### src/rtl/board_ram_arbiter_if.sv
// ---------------------------------------------------------------------------
// board_ram_arbiter_if
// Requester-side bus of the board RAM arbiter. Three requesters share it:
// 0 = collision, 1 = add-to-RAM, 2 = line-clear.
//   req[2:0]     access request per requester
//   we[2:0]      write enable per requester (0 = read)
//   addr[23:0]   requester i address at [8i+7:8i]
//   wdata[17:0]  requester i write data at [6i+5:6i]
//   grant[2:0]   one-hot registered grant, or all zero
//   rvalid[2:0]  per-requester read-data-valid pulse
//   rdata[5:0]   shared read data, qualified by rvalid
// master = requester side, slave = arbiter side.
// ---------------------------------------------------------------------------
interface board_ram_arbiter_if;
    logic [2:0]  req;
    logic [2:0]  we;
    logic [23:0] addr;
    logic [17:0] wdata;
    logic [2:0]  grant;
    logic [2:0]  rvalid;
    logic [5:0]  rdata;

    modport master (
        output req, we, addr, wdata,
        input  grant, rvalid, rdata
    );

    modport slave (
        input  req, we, addr, wdata,
        output grant, rvalid, rdata
    );
endinterface

### src/rtl/board_ram_arbiter.sv
// ---------------------------------------------------------------------------
// board_ram_arbiter
// Round-robin arbiter giving three requesters access to the board RAM, with
// a bounded burst length and a board-clear sequence that zeroes every cell.
//   clk          clock, rising edge
//   reset_n      synchronous active-low reset
//   bus          requester bus (req/we/addr/wdata in, grant/rvalid/rdata out)
//   clear_start  single-cycle request to zero the whole board
//   clear_busy   high while the clear sequence runs
//   clear_done   one-cycle pulse when the clear completes
//   ram_addr     board RAM address
//   ram_data     board RAM write data
//   ram_wren     board RAM write enable
//   ram_q        board RAM read data, valid one cycle after the address
// ---------------------------------------------------------------------------
module board_ram_arbiter #(
    parameter int unsigned NUM_CELLS = 200,
    parameter int unsigned MAX_BURST = 16
) (
    input  logic                      clk,
    input  logic                      reset_n,
    board_ram_arbiter_if.slave        bus,
    input  logic                      clear_start,
    output logic                      clear_busy,
    output logic                      clear_done,
    output logic [7:0]                ram_addr,
    output logic [5:0]                ram_data,
    output logic                      ram_wren,
    input  logic [5:0]                ram_q
);

    localparam int unsigned BW = (MAX_BURST > 1) ? $clog2(MAX_BURST) : 1;
    localparam logic [BW-1:0] BURST_LAST = BW'(MAX_BURST - 1);
    localparam logic [7:0]    CELL_LAST  = 8'(NUM_CELLS - 1);

    typedef enum logic {ARB, CLEAR} state_t;

    state_t        state;
    logic [2:0]    grant_q;
    logic [2:0]    rvalid_q;
    logic [1:0]    last_q;
    logic [BW-1:0] burst;
    logic [7:0]    clr_addr;
    logic          rd_oor;

    // Index of a one-hot grant vector.
    function automatic logic [1:0] enc(input logic [2:0] g);
        if (g[2])      return 2'd2;
        else if (g[1]) return 2'd1;
        else           return 2'd0;
    endfunction

    // First requesting bit in round-robin order, starting after 'last'.
    function automatic logic [2:0] rr_pick(input logic [2:0] r, input logic [1:0] last);
        logic [2:0] pick;
        logic [1:0] idx;
        pick = '0;
        for (int unsigned k = 1; k <= 3; k++) begin
            idx = 2'((32'(last) + k) % 3);
            if (pick == '0 && r[idx])
                pick[idx] = 1'b1;
        end
        return pick;
    endfunction

    logic [1:0] own;
    logic       accept;
    logic [7:0] sel_addr;
    logic [5:0] sel_wdata;
    logic       sel_we;
    logic       in_range;
    logic       others;
    logic       release_own;
    logic [2:0] pick_new;
    logic [2:0] pick_handoff;

    assign own          = enc(grant_q);
    assign accept       = (state == ARB) && ((grant_q & bus.req) != '0);
    assign sel_addr     = bus.addr[8*own +: 8];
    assign sel_wdata    = bus.wdata[6*own +: 6];
    assign sel_we       = bus.we[own];
    assign in_range     = 32'(sel_addr) < NUM_CELLS;
    assign others       = (bus.req & ~grant_q) != '0;
    assign release_own  = !bus.req[own] || (burst == BURST_LAST && others);
    assign pick_new     = rr_pick(bus.req, last_q);
    // Excluding the releasing owner puts it at lowest priority on handoff.
    assign pick_handoff = rr_pick(bus.req & ~grant_q, own);

    assign bus.grant  = grant_q;
    assign bus.rvalid = rvalid_q;
    assign bus.rdata  = rd_oor ? '0 : ram_q;

    // RAM port muxing. Writes are blocked while reset_n is low so a reset
    // landing mid-clear leaves the current and remaining cells untouched.
    always_comb begin
        ram_addr = '0;
        ram_data = '0;
        ram_wren = 1'b0;
        if (reset_n) begin
            if (state == CLEAR) begin
                ram_addr = clr_addr;
                ram_wren = 1'b1;
            end else if (accept) begin
                ram_addr = sel_addr;
                ram_data = sel_wdata;
                ram_wren = sel_we && in_range;
            end
        end
    end

    always_ff @(posedge clk) begin
        if (!reset_n) begin
            state      <= ARB;
            grant_q    <= '0;
            rvalid_q   <= '0;
            last_q     <= 2'd2;   // requester 0 is first in round-robin order
            burst      <= '0;
            clr_addr   <= '0;
            rd_oor     <= 1'b0;
            clear_busy <= 1'b0;
            clear_done <= 1'b0;
        end else begin
            clear_done <= 1'b0;
            // Read responses are independent of the state change, so a read
            // accepted alongside clear_start still gets its rvalid.
            rvalid_q   <= (accept && !sel_we) ? grant_q : '0;
            rd_oor     <= accept && !sel_we && !in_range;

            case (state)
                ARB: begin
                    if (clear_start) begin
                        state      <= CLEAR;
                        grant_q    <= '0;
                        burst      <= '0;
                        clr_addr   <= '0;
                        clear_busy <= 1'b1;
                    end else if (grant_q != '0) begin
                        if (release_own) begin
                            grant_q <= pick_handoff;
                            burst   <= '0;
                            if (pick_handoff != '0)
                                last_q <= enc(pick_handoff);
                        end else if (burst != BURST_LAST) begin
                            burst <= burst + 1'b1;
                        end
                    end else begin
                        grant_q <= pick_new;
                        burst   <= '0;
                        if (pick_new != '0)
                            last_q <= enc(pick_new);
                    end
                end

                CLEAR: begin
                    if (clr_addr == CELL_LAST) begin
                        state      <= ARB;
                        clear_busy <= 1'b0;
                        clear_done <= 1'b1;
                        grant_q    <= pick_new;
                        burst      <= '0;
                        if (pick_new != '0)
                            last_q <= enc(pick_new);
                    end else begin
                        clr_addr <= clr_addr + 1'b1;
                    end
                end

                default: state <= ARB;
            endcase
        end
    end

endmodule

### src/flat_wrapper.sv
// flat-port wrapper written by rule: the top's interface ports become plain ports
module board_ram_arbiter_flat 
#(
    parameter int unsigned NUM_CELLS = 200,
    parameter int unsigned MAX_BURST = 16
)
  (clk, reset_n, clear_start, clear_busy, clear_done, ram_addr, ram_data, ram_wren, ram_q, bus_req, bus_we, bus_addr, bus_wdata, bus_grant, bus_rvalid, bus_rdata);
  board_ram_arbiter_if bus_i ();
  input  logic clk;
  input  logic reset_n;
  input  logic clear_start;
  output logic clear_busy;
  output logic clear_done;
  output logic [7:0] ram_addr;
  output logic [5:0] ram_data;
  output logic ram_wren;
  input  logic [5:0] ram_q;
  input wire logic [$bits(bus_i.req)-1:0] bus_req;
  input wire logic [$bits(bus_i.we)-1:0] bus_we;
  input wire logic [$bits(bus_i.addr)-1:0] bus_addr;
  input wire logic [$bits(bus_i.wdata)-1:0] bus_wdata;
  output wire logic [$bits(bus_i.grant)-1:0] bus_grant;
  output wire logic [$bits(bus_i.rvalid)-1:0] bus_rvalid;
  output wire logic [$bits(bus_i.rdata)-1:0] bus_rdata;
  assign bus_i.req = bus_req;
  assign bus_i.we = bus_we;
  assign bus_i.addr = bus_addr;
  assign bus_i.wdata = bus_wdata;
  assign bus_grant = bus_i.grant;
  assign bus_rvalid = bus_i.rvalid;
  assign bus_rdata = bus_i.rdata;
  board_ram_arbiter #(.NUM_CELLS(NUM_CELLS), .MAX_BURST(MAX_BURST)) u_core (.clk(clk), .reset_n(reset_n), .bus(bus_i), .clear_start(clear_start), .clear_busy(clear_busy), .clear_done(clear_done), .ram_addr(ram_addr), .ram_data(ram_data), .ram_wren(ram_wren), .ram_q(ram_q));
endmodule
### config.mk
export PLATFORM = sky130hd
export DESIGN_NAME = board_ram_arbiter_flat
export DESIGN_NICKNAME = d
export VERILOG_FILES = /design/src/rtl/board_ram_arbiter_if.sv /design/src/rtl/board_ram_arbiter.sv /design/src/flat_wrapper.sv
export SDC_FILE = /design/constraint.sdc
export NUM_CORES = 1
export LEC_CHECK = 0
export CELL_PAD_IN_SITES_DETAIL_PLACEMENT = 0
export CELL_PAD_IN_SITES_GLOBAL_PLACEMENT = 2
export CORE_MARGIN = 2
export CORE_UTILIZATION = 26
export CTS_CLUSTER_DIAMETER = 50
export DETAILED_ROUTE_END_ITERATION = 7
export GPL_ROUTABILITY_DRIVEN = 1
export PLACE_DENSITY_LB_ADDON = 0.1
export SYNTH_ARGS = -nofsm -noshare
export SYNTH_HDL_FRONTEND = slang
export SYNTH_SLANG_ARGS = --single-unit
export TNS_END_PERCENT = 1
### constraint.sdc
create_clock -name clk -period 2.9 [get_ports clk]
set_input_delay 0.58 -clock clk [delete_from_list [all_inputs] [get_ports clk]]
set_output_delay 0.58 -clock clk [all_outputs]
set_load 0.01 [all_outputs]
* After elaboration in Yosys (flattened, before gate mapping)
Cells that the tools add are included.
Word-level totals: register bits after elaboration 24, output and inout bits 29, logic and storage cells 172
Operators by class: add/subtract/negate cells 8, multipliers 1, div/mod/pow operators 6, $lt $le $gt $ge 14, eq/ne operators 11, shifts and indexed selects 2, multiplexer cells 78, bitwise operators 8, reduce and logical (&&, ||, !) cells 35
Operators by type and width (number):
- 32-bit by 2-bit remainder unit with 32-bit output (second input constant) | 6
- 8-bit two-way mux | 5
- 3-bit two-way mux | 10
- 1-bit two-way mux | 25
- 6-bit two-way mux | 4
- 24-bit by 6-bit indexed part select with 8-bit output | 1
- 2-bit by 3-bit < comparator with 1-bit output (second input constant) | 7
- 4-bit two-way mux | 5
- 2-bit two-way mux | 9
- 18-bit by 6-bit indexed part select with 6-bit output | 1
- 1-bit binary-select mux with 2-bit select | 8
- 8-bit one-hot mux with 2 select lines | 1
- 1-bit logical AND | 15
- 3-bit nonzero test | 5
- 2-bit by 2-bit adder with 3-bit output (second input constant) | 4
- 1-bit demux with 2-bit select | 6
- 2-bit by 1-bit greater-or-equal comparator with 1-bit output (second input constant) | 6
- 3-bit logical NOT | 4
- 3-bit bitwise OR | 4
- 2-bit AND reduction | 6
- 8-bit by 1-bit adder with 8-bit output (second input constant) | 1
- 8-bit == test (second input constant) | 1
- 8-bit < comparator (second input constant) | 1
- 2-bit inequality test (second input constant) | 4
- other kinds (19) | 24

* Logic depth before layout (Yosys ltp)
Gate-level depths: netlist of the first run.
word-level depth 22, depth in mapped cells 9, depth with buffers taken out 7

* Least setup slack after synthesis of the first run
OpenSTA, ideal clock, no wires.
path type flip-flop to output port, start point register u_core.grant_q[1], in the netlist u_core.bus.grant[1], end point output ram_wren, arrival time 1.559 ns, slack 0.761 ns, stages on the path, launching flop included 7, path buffers 1, cell sequence dfxtp_1 buf_4 mux2i_1 nor2_1 a21oi_1 a311oi_1 o32ai_1
On the way: longest elaborated chain between the ends 8, elaborated cells between the ends (all ways) 13, classes of those cells order compare (1); shift (1); mux (7); bitwise (1); reduce/logical (3)
Ends and longest elaborated chain:
- start: declaration | line board_ram_arbiter.sv:39 | logic [2:0] grant_q;
- start signal: assignment | line board_ram_arbiter.sv:139 | grant_q <= pick_handoff;
- start signal: assignment | line board_ram_arbiter.sv:147 | grant_q <= pick_new;
- start signal: assignment | line board_ram_arbiter.sv:159 | grant_q <= pick_new;
- 1-bit two-way mux | line board_ram_arbiter.sv:49 | else if (g[1]) return 2'd1;
- 2-bit two-way mux | line board_ram_arbiter.sv:48 | if (g[2]) return 2'd2;
- 24-bit by 6-bit indexed part select with 8-bit output or 1-bit binary-select mux with 2-bit select (tied branches) | line board_ram_arbiter.sv:79, board_ram_arbiter.sv:81
- 8-bit < comparator or 1-bit two-way mux (tied branches) | line board_ram_arbiter.sv:82, board_ram_arbiter.sv:81
- 1-bit logical AND | line board_ram_arbiter.sv:106 | ram_wren = sel_we && in_range;
- 1-bit two-way mux * | line board_ram_arbiter.sv:103 | end else if (accept) begin
- 1-bit two-way mux * | line board_ram_arbiter.sv:100 | if (state == CLEAR) begin
- 1-bit two-way mux * | line board_ram_arbiter.sv:99 | if (reset_n) begin
- end: declaration | line flat_wrapper.sv:16 | output logic ram_wren;
Every way passes the cells marked *; elsewhere a longest branch is shown, timed or not. The select of a mux whose other input is x is not followed.

* Worst setup path in the final report of the first run
start point input bus_req[1], end point output ram_data[4]
On the way: longest elaborated chain between the ends 6
Ends and longest elaborated chain:
- start: declaration | line flat_wrapper.sv:18 | input wire logic [$bits(bus_i.req)-1:0] bus_req;
- 3-bit bitwise AND | line board_ram_arbiter.sv:78 | assign accept = (state == ARB) && ((grant_q & bus.req) != '0);
- 3-bit nonzero test | line board_ram_arbiter.sv:78
- 1-bit logical AND | line board_ram_arbiter.sv:78
- 6-bit two-way mux | line board_ram_arbiter.sv:103
- 6-bit two-way mux | line board_ram_arbiter.sv:100
- 6-bit two-way mux | line board_ram_arbiter.sv:99
- end: declaration | line flat_wrapper.sv:15 | output logic [5:0] ram_data;
No other way between the ends.

==> impl_metrics.json, run 1 <==
{
  "crit_path_cell_trace": "clkdlybuf4s50_1, a22oi_1, nand2_1, nand3_2, buf_4, nor2_1, clkdlybuf4s50_1",
  "grt_pass1_wl_um": 12200,
  "cpMaxStageDelayCell": "clkdlybuf4s50_1",
  "drc": 0,
  "drt-total-wl_um": 7520,
  "syn2layout_area_growth_pct": 48.6,
  "first_iter_violations": 79,
  "placementRows": 34,
  "drv_slew": 0,
  "end_kind": "output pin",
  "placed_cells": 490,
  "max_slew_margin_pct": 64.9,
  "synthDistinctLibCells": 64,
  "root_buffer": "clkbuf_8",
  "worstPathMaxFanout": 7,
  "ir_drop_v": 0.000166,
  "status": "finished, final reports clean",
  "ios": 86,
  "finClkSkew_ns": 0.00240,
  "firstDrtPassIters": 4,
  "die_area_um2": 9480,
  "p_per_area_nw_per_um2": 392,
  "rrSetupSlack_ns": 0.52,
  "clockBufferDepth": 2,
  "die_h_um": 97.4,
  "via_per_inst": 5.01,
  "via_count": 2477,
  "clock.fmax_mhz": 357,
  "die_w_um": 97.4,
  "cpMostUsedCell": "clkdlybuf4s50_1",
  "tns_ns": 0,
  "p_leak_nw": 1.43,
  "clk_pin_slew_worst_paths_ns": 0.09,
  "ctsHtreeMaxLevel": 1,
  "synth_top_area_share_pct": 21.2,
  "seq_area_frac_synth_pct": 21.2,
  "netlist_area_um2": 2270,
  "gr-usage-all-layers_pct": 15.4,
  "cts_tree": "yes",
  "yosys.area.top_type": "dfxtp_1",
  "post-route-period-util_pct": 96.6,
  "final_cells": 494,
  "place.gp.congestion": 0.831,
  "cts_num_sinks": 24,
  "path_buf_inv": 3,
  "yosys_register_bits": 24,
  "ys.flop_type": "dfxtp_1",
  "grt_overflow": 0,
  "start_util_pct": 26.4,
  "period_needed_ns": 2.80,
  "async_flop_share_pct": 0,
  "wl_per_cell_um": 15.2,
  "avgSynthCellArea_um2": 7.55,
  "grt_pass1_vias": 2379,
  "cp.required_ns": 2.32,
  "synth_edf_count": 0,
  "grt_max_degree": 41,
  "postCtsHoldBufs": 0,
  "tightest_slew_ns": 0.526,
  "yosys-top-cells-area": "dfxtp_1 21%, mux2i_1 7.5%, a21oi_1 6.4%, nor2_1 5.3%, nand2_1 4.6%",
  "cap_violations": 0,
  "rsz0062_at_grt": "no",
  "synth_nets": 363,
  "start_kind": "input pin",
  "antenna_cells": 0,
  "arrival_ns": 2.22,
  "setup_violations": 0,
  "dp_hpwl_um": 5890,
  "critical-path-top-delay-family": "buffers and inverters",
  "drive_above_1_share_pct": 11.7,
  "numCtsBuffers": 3,
  "critPathKind": "in -> out",
  "hold_path_class": "reg -> reg",
  "fin_nets": 450,
  "fillers": 918,
  "ant_nets": 0,
  "core_area_um2": 8590,
  "clock_latency_ns": 0.27,
  "final_hold_viol_count": 0,
  "postSynthCellCount": 300,
  "cpPeakStageDelay_ns": 0.55,
  "numPortBuffers": 85,
  "yosysWarnings": 0,
  "antenna_found_initial": 0
}
-- stage by stage --
| step | util [%] | hold WS (ns) | instance area [um2] | power, mW | worst slack, ns |
|---|---|---|---|---|---|
| 6_report | 39.2 | 0.487 | 3370 | 1.32 | 0.0986 |
| 3_5_place_dp | 38.0 | 0.481 | 3270 | 1.03 | -0.0962 |
| 4_1_cts | 38.9 | 0.494 | 3340 | 1.34 | 0.00123 |
| 5_1_grt | 39.2 | 0.511 | 3370 | 1.41 | 0.0141 |
| 2_1_floorplan | - | 0.459 | 2270 | 0.807 | 0.761 |
| 3_3_place_gp | 38.0 | 0.463 | 3270 | 1.04 | -0.0707 |
-- power breakdown --
group          leakage [nW]  total, mW  switching (mW)  internal (mW)
combinational          1.20      0.662           0.348          0.314
sequential            0.195      0.361          0.0152          0.346
clock                0.0357      0.298           0.113          0.184
total                  1.43       1.32           0.476          0.844
-- timing repair --
action	CTS	global route
endpoints found under the hold margin	0	0
resized for setup	4	11
setup endpoints to repair	10	11
setup buffers	0	0
-- final timing paths --
check / end / cells after the start / from
max: ram_data[4] / 7 / bus_req[1]
min: u_core.clear_busy / 2 / u_core.clear_busy
max reg2reg: u_core.last_q[0] / 7 / u_core.last_q[0]
min reg2reg: u_core.clear_busy / 2 / u_core.clear_busy
-- cells by family (layout without fill, tap and decap cells) --
logic type / count (synthesis) / in the layout / share of synthesized area, %
and+or+nand+nor: 126 / 126 / 29.3
AOI/OAI and AO/OA: 98 / 98 / 30.8
buffers and inverters: 28 / 114 / 7.40
DFF: 24 / 24 / 21.2
muxes: 18 / 18 / 8.01
adders and majority gates: 6 / 6 / 3.31
-- registers in the layout, indices dropped and copies added (netlist names) --
signal,flops
u_core.last_q,2
u_core.burst,4
u_core.rd_oor,1
u_core.clr_addr,8
u_core.state,1
u_core.clear_busy,1
u_core.bus.rvalid,3
u_core.clear_done,1
u_core.bus.grant,3
-- Yosys cell counts (2+ instances only) --
master	n
dfxtp_1	24
and2_1	6
nor2_1	32
a21oi_1	29
nand2b_1	5
buf_4	3
inv_1	8
nand4b_1	2
nor3b_1	2
nor3_1	6
mux2i_1	17
ha_1	6
nor3_2	2
o21ai_0	18
nand3_1	6
nand3b_1	7
a31o_2	3
o22ai_1	4
o211ai_1	3
o21ai_1	5
buf_6	5
clkbuf_1	5
and3_1	7
a31oi_1	6
or2_2	2
a211oi_1	2
o31ai_1	3
nand2_1	28
buf_2	5
and2b_2	2
nor2b_1	12
o311a_1	2
nand4_1	2
-- layout by cell type (no fill, tap or decap), types with 7 or more instances in the layout --
cell	n
nor2b_1	12
dlymetal6s2s_1	11
clkdlybuf4s50_1	71
o21ai_0	18
nand3b_1	7
a21oi_1	29
mux2i_1	17
dfxtp_1	24
nand2_1	28
nor2_1	32
inv_1	8
buf_4	15
and3_1	7
-- worst register-to-register path, cell delays in order, from the launching register on --
cell and delay (ns):
dfxtp_1 0.39, inv_1 0.10, ha_1 0.63, nand2b_1 0.26, o311ai_2 0.13, o311ai_1 0.46, o311a_1 0.26, a211oi_2 0.05
-- layout make-up --
class / count / area [um2] / area share (%)
flip-flops and latches: 24 / 480 / 14.3
well taps: 108 / 135 / 4.01
multi-input cells: 248 / 1620 / 48.2
clock buffers: 3 / 41.3 / 1.23
repair buffers: 102 / 1030 / 30.5
inverters: 8 / 30.0 / 0.892
clock inverters: 1 / 30.0 / 0.892
-- layer usage --
| layer | vias up | share of wire, % | GRT usage [%] |
|---|---|---|---|
| li1 | 1278 | - | - |
| met1 | 1147 | 50 | 23.1 |
| met2 | 50 | 46 | 24.1 |
| met3 | 2 | 3.5 | 1.58 |
| met4 | 0 | 0.53 | 2.99 |
| met5 | - | 0 | 0 |
(Power assumes the default switching activity.)
==> run 2: changes to the inputs <==
--- a/config.mk
+++ b/config.mk
@@ -7,6 +7,7 @@
 export LEC_CHECK = 0
 export CELL_PAD_IN_SITES_DETAIL_PLACEMENT = 0
 export CELL_PAD_IN_SITES_GLOBAL_PLACEMENT = 2
+export CORE_ASPECT_RATIO = 1.4
 export CORE_MARGIN = 2
 export CORE_UTILIZATION = 26
 export CTS_CLUSTER_DIAMETER = 50
==> impl_metrics.json, run 2 (synthesized netlist as in run 1, its figures left out) <==
{
  "status": "finished, final reports clean",
  "cap_violations": 0,
  "final_common_cell": "clkdlybuf4s50_1",
  "end_kind": "output pin",
  "dp_hpwl_um": 6800,
  "via_per_inst": 5.08,
  "clockBufferDepth": 2,
  "tns_ns": 0,
  "grt_pass1_vias": 2558,
  "finClkSkew_ns": 0.00876,
  "final_cells": 499,
  "grt_overflow": 0,
  "wl_per_cell_um": 16.6,
  "worstPathMaxFanout": 2,
  "place.gp.congestion": 0.776,
  "largest_register_ffs": 8,
  "first_iter_violations": 86,
  "via_count": 2536,
  "ctsHtreeMaxLevel": 1,
  "critPathKind": "in -> out",
  "drive_above_1_share_pct": 13.5,
  "period_needed_ns": 2.69,
  "drv_slew": 0,
  "max_slew_margin_pct": 61.6,
  "top_register": "u_core.clr_addr",
  "placementRows": 40,
  "firstDrtPassIters": 4,
  "layout_common_cells": "70 x clkdlybuf4s50_1, 32 x nor2_1, 29 x a21oi_1",
  "die_area_um2": 9490,
  "clk_pin_slew_worst_paths_ns": 0.06,
  "clock_latency_ns": 0.26,
  "syn2layout_area_growth_pct": 50.4,
  "cts.repair.resized": 12,
  "ant_nets": 0,
  "fillers": 924,
  "die_h_um": 114,
  "grt_max_degree": 19,
  "postCtsHoldBufs": 0,
  "drt-total-wl_um": 8280,
  "power.total_mw": 1.45,
  "final_area_um2": 3410,
  "numCtsBuffers": 3,
  "crit_path_cell_trace": "clkdlybuf4s50_1, mux2i_1, nor2_1, a21oi_1, a311oi_1, o32ai_1, dlygate4sd2_1",
  "p_leak_nw": 1.41,
  "grt_pass1_wl_um": 13000,
  "final_hold_viol_count": 0,
  "cp.required_ns": 2.32,
  "pre_cts_ws_ns": -0.133,
  "antenna_found_initial": 0,
  "fin_util_pct": 40.1,
  "tightest_slew_ns": 0.573,
  "post_cts_buffers": 0,
  "root_buffer": "clkbuf_16",
  "cpPeakStageDelay_ns": 0.40,
  "rsz0062_at_grt": "no",
  "drc": 0,
  "setup_violations": 0,
  "ir_drop_v": 0.000300,
  "cts_num_sinks": 24,
  "p_per_area_nw_per_um2": 424,
  "fin_nets": 458,
  "die_w_um": 82.9,
  "numPortBuffers": 85,
  "arrival_ns": 2.11,
  "hold_path_class": "reg -> reg",
  "antenna_cells": 0,
  "start_util_pct": 26.6,
  "whs_ns": 0.477,
  "core_area_um2": 8510,
  "placed_cells": 495,
  "reg.largest.list": "u_core.clr_addr: 8 flops, u_core.burst: 4 flops",
  "fin_ws_ns": 0.214,
  "clock.fmax_mhz": 372,
  "gr-usage-all-layers_pct": 17.1,
  "cts_tree": "yes",
  "cpMaxStageDelayCell": "clkdlybuf4s50_1",
  "post-route-period-util_pct": 92.6,
  "ios": 86,
  "start_kind": "input pin",
  "place_area_um2": 3300
}
==> run 2: changes by cell type in the layout (fill, tap and decap cells not counted), moves of 2 or more <==
cell | previous run | this run
buf_12 | 2 | 0
buf_4 | 15 | 24
clkbuf_16 | 0 | 3
clkbuf_8 | 3 | 0
dlygate4sd2_1 | 3 | 10
dlymetal6s2s_1 | 11 | 5
==> run 2: power by group <==
part | switching (mW) | leakage (nW) | internal (mW) | total (mW)
Clock | 0.125 | 0.0511 | 0.275 | 0.400
Combinational | 0.346 | 1.16 | 0.328 | 0.674
Sequential | 0.0257 | 0.195 | 0.346 | 0.372
==> run 2: worst max-delay path: cells and delay by family <==
kind,cells,cell delay [ns]
simple gates,1,0.05
mux,1,0.16
compound gates,3,0.59
buf+inv,2,0.72
==> run 2: cell type report <==
type	instances	area [um2]	area share, %
clock buffers	3	75.1	2.20
clock inverters	1	30.0	0.881
inverters	8	30.0	0.881
multi-input cells	248	1620	47.5
flip-flops and latches	24	482	14.1
well taps	105	131	3.85
repair buffers	110	1040	30.6
==> run 2: final timing paths <==
path | startpoint | to | slack [ns] | cells after the start
setup reg to reg | u_core.last_q[0] | u_core.bus.grant[1] | 0.44 | 7
setup / recovery | bus_addr[11] | ram_wren | 0.21 | 7
hold / removal | u_core.clear_busy | u_core.clear_busy | 0.48 | 2
hold reg to reg | u_core.clear_busy | u_core.clear_busy | 0.48 | 2
==> run 2: per-layer routing <==
| metal | part of all wire, % | vias up | track usage [%] |
|---|---|---|---|
| li1 | - | 1286 | - |
| met1 | 36 | 1199 | 17.0 |
| met2 | 60 | 45 | 36.3 |
| met3 | 3.3 | 6 | 2.45 |
| met4 | 1.1 | 0 | 4.15 |
| met5 | 0 | - | 0 |
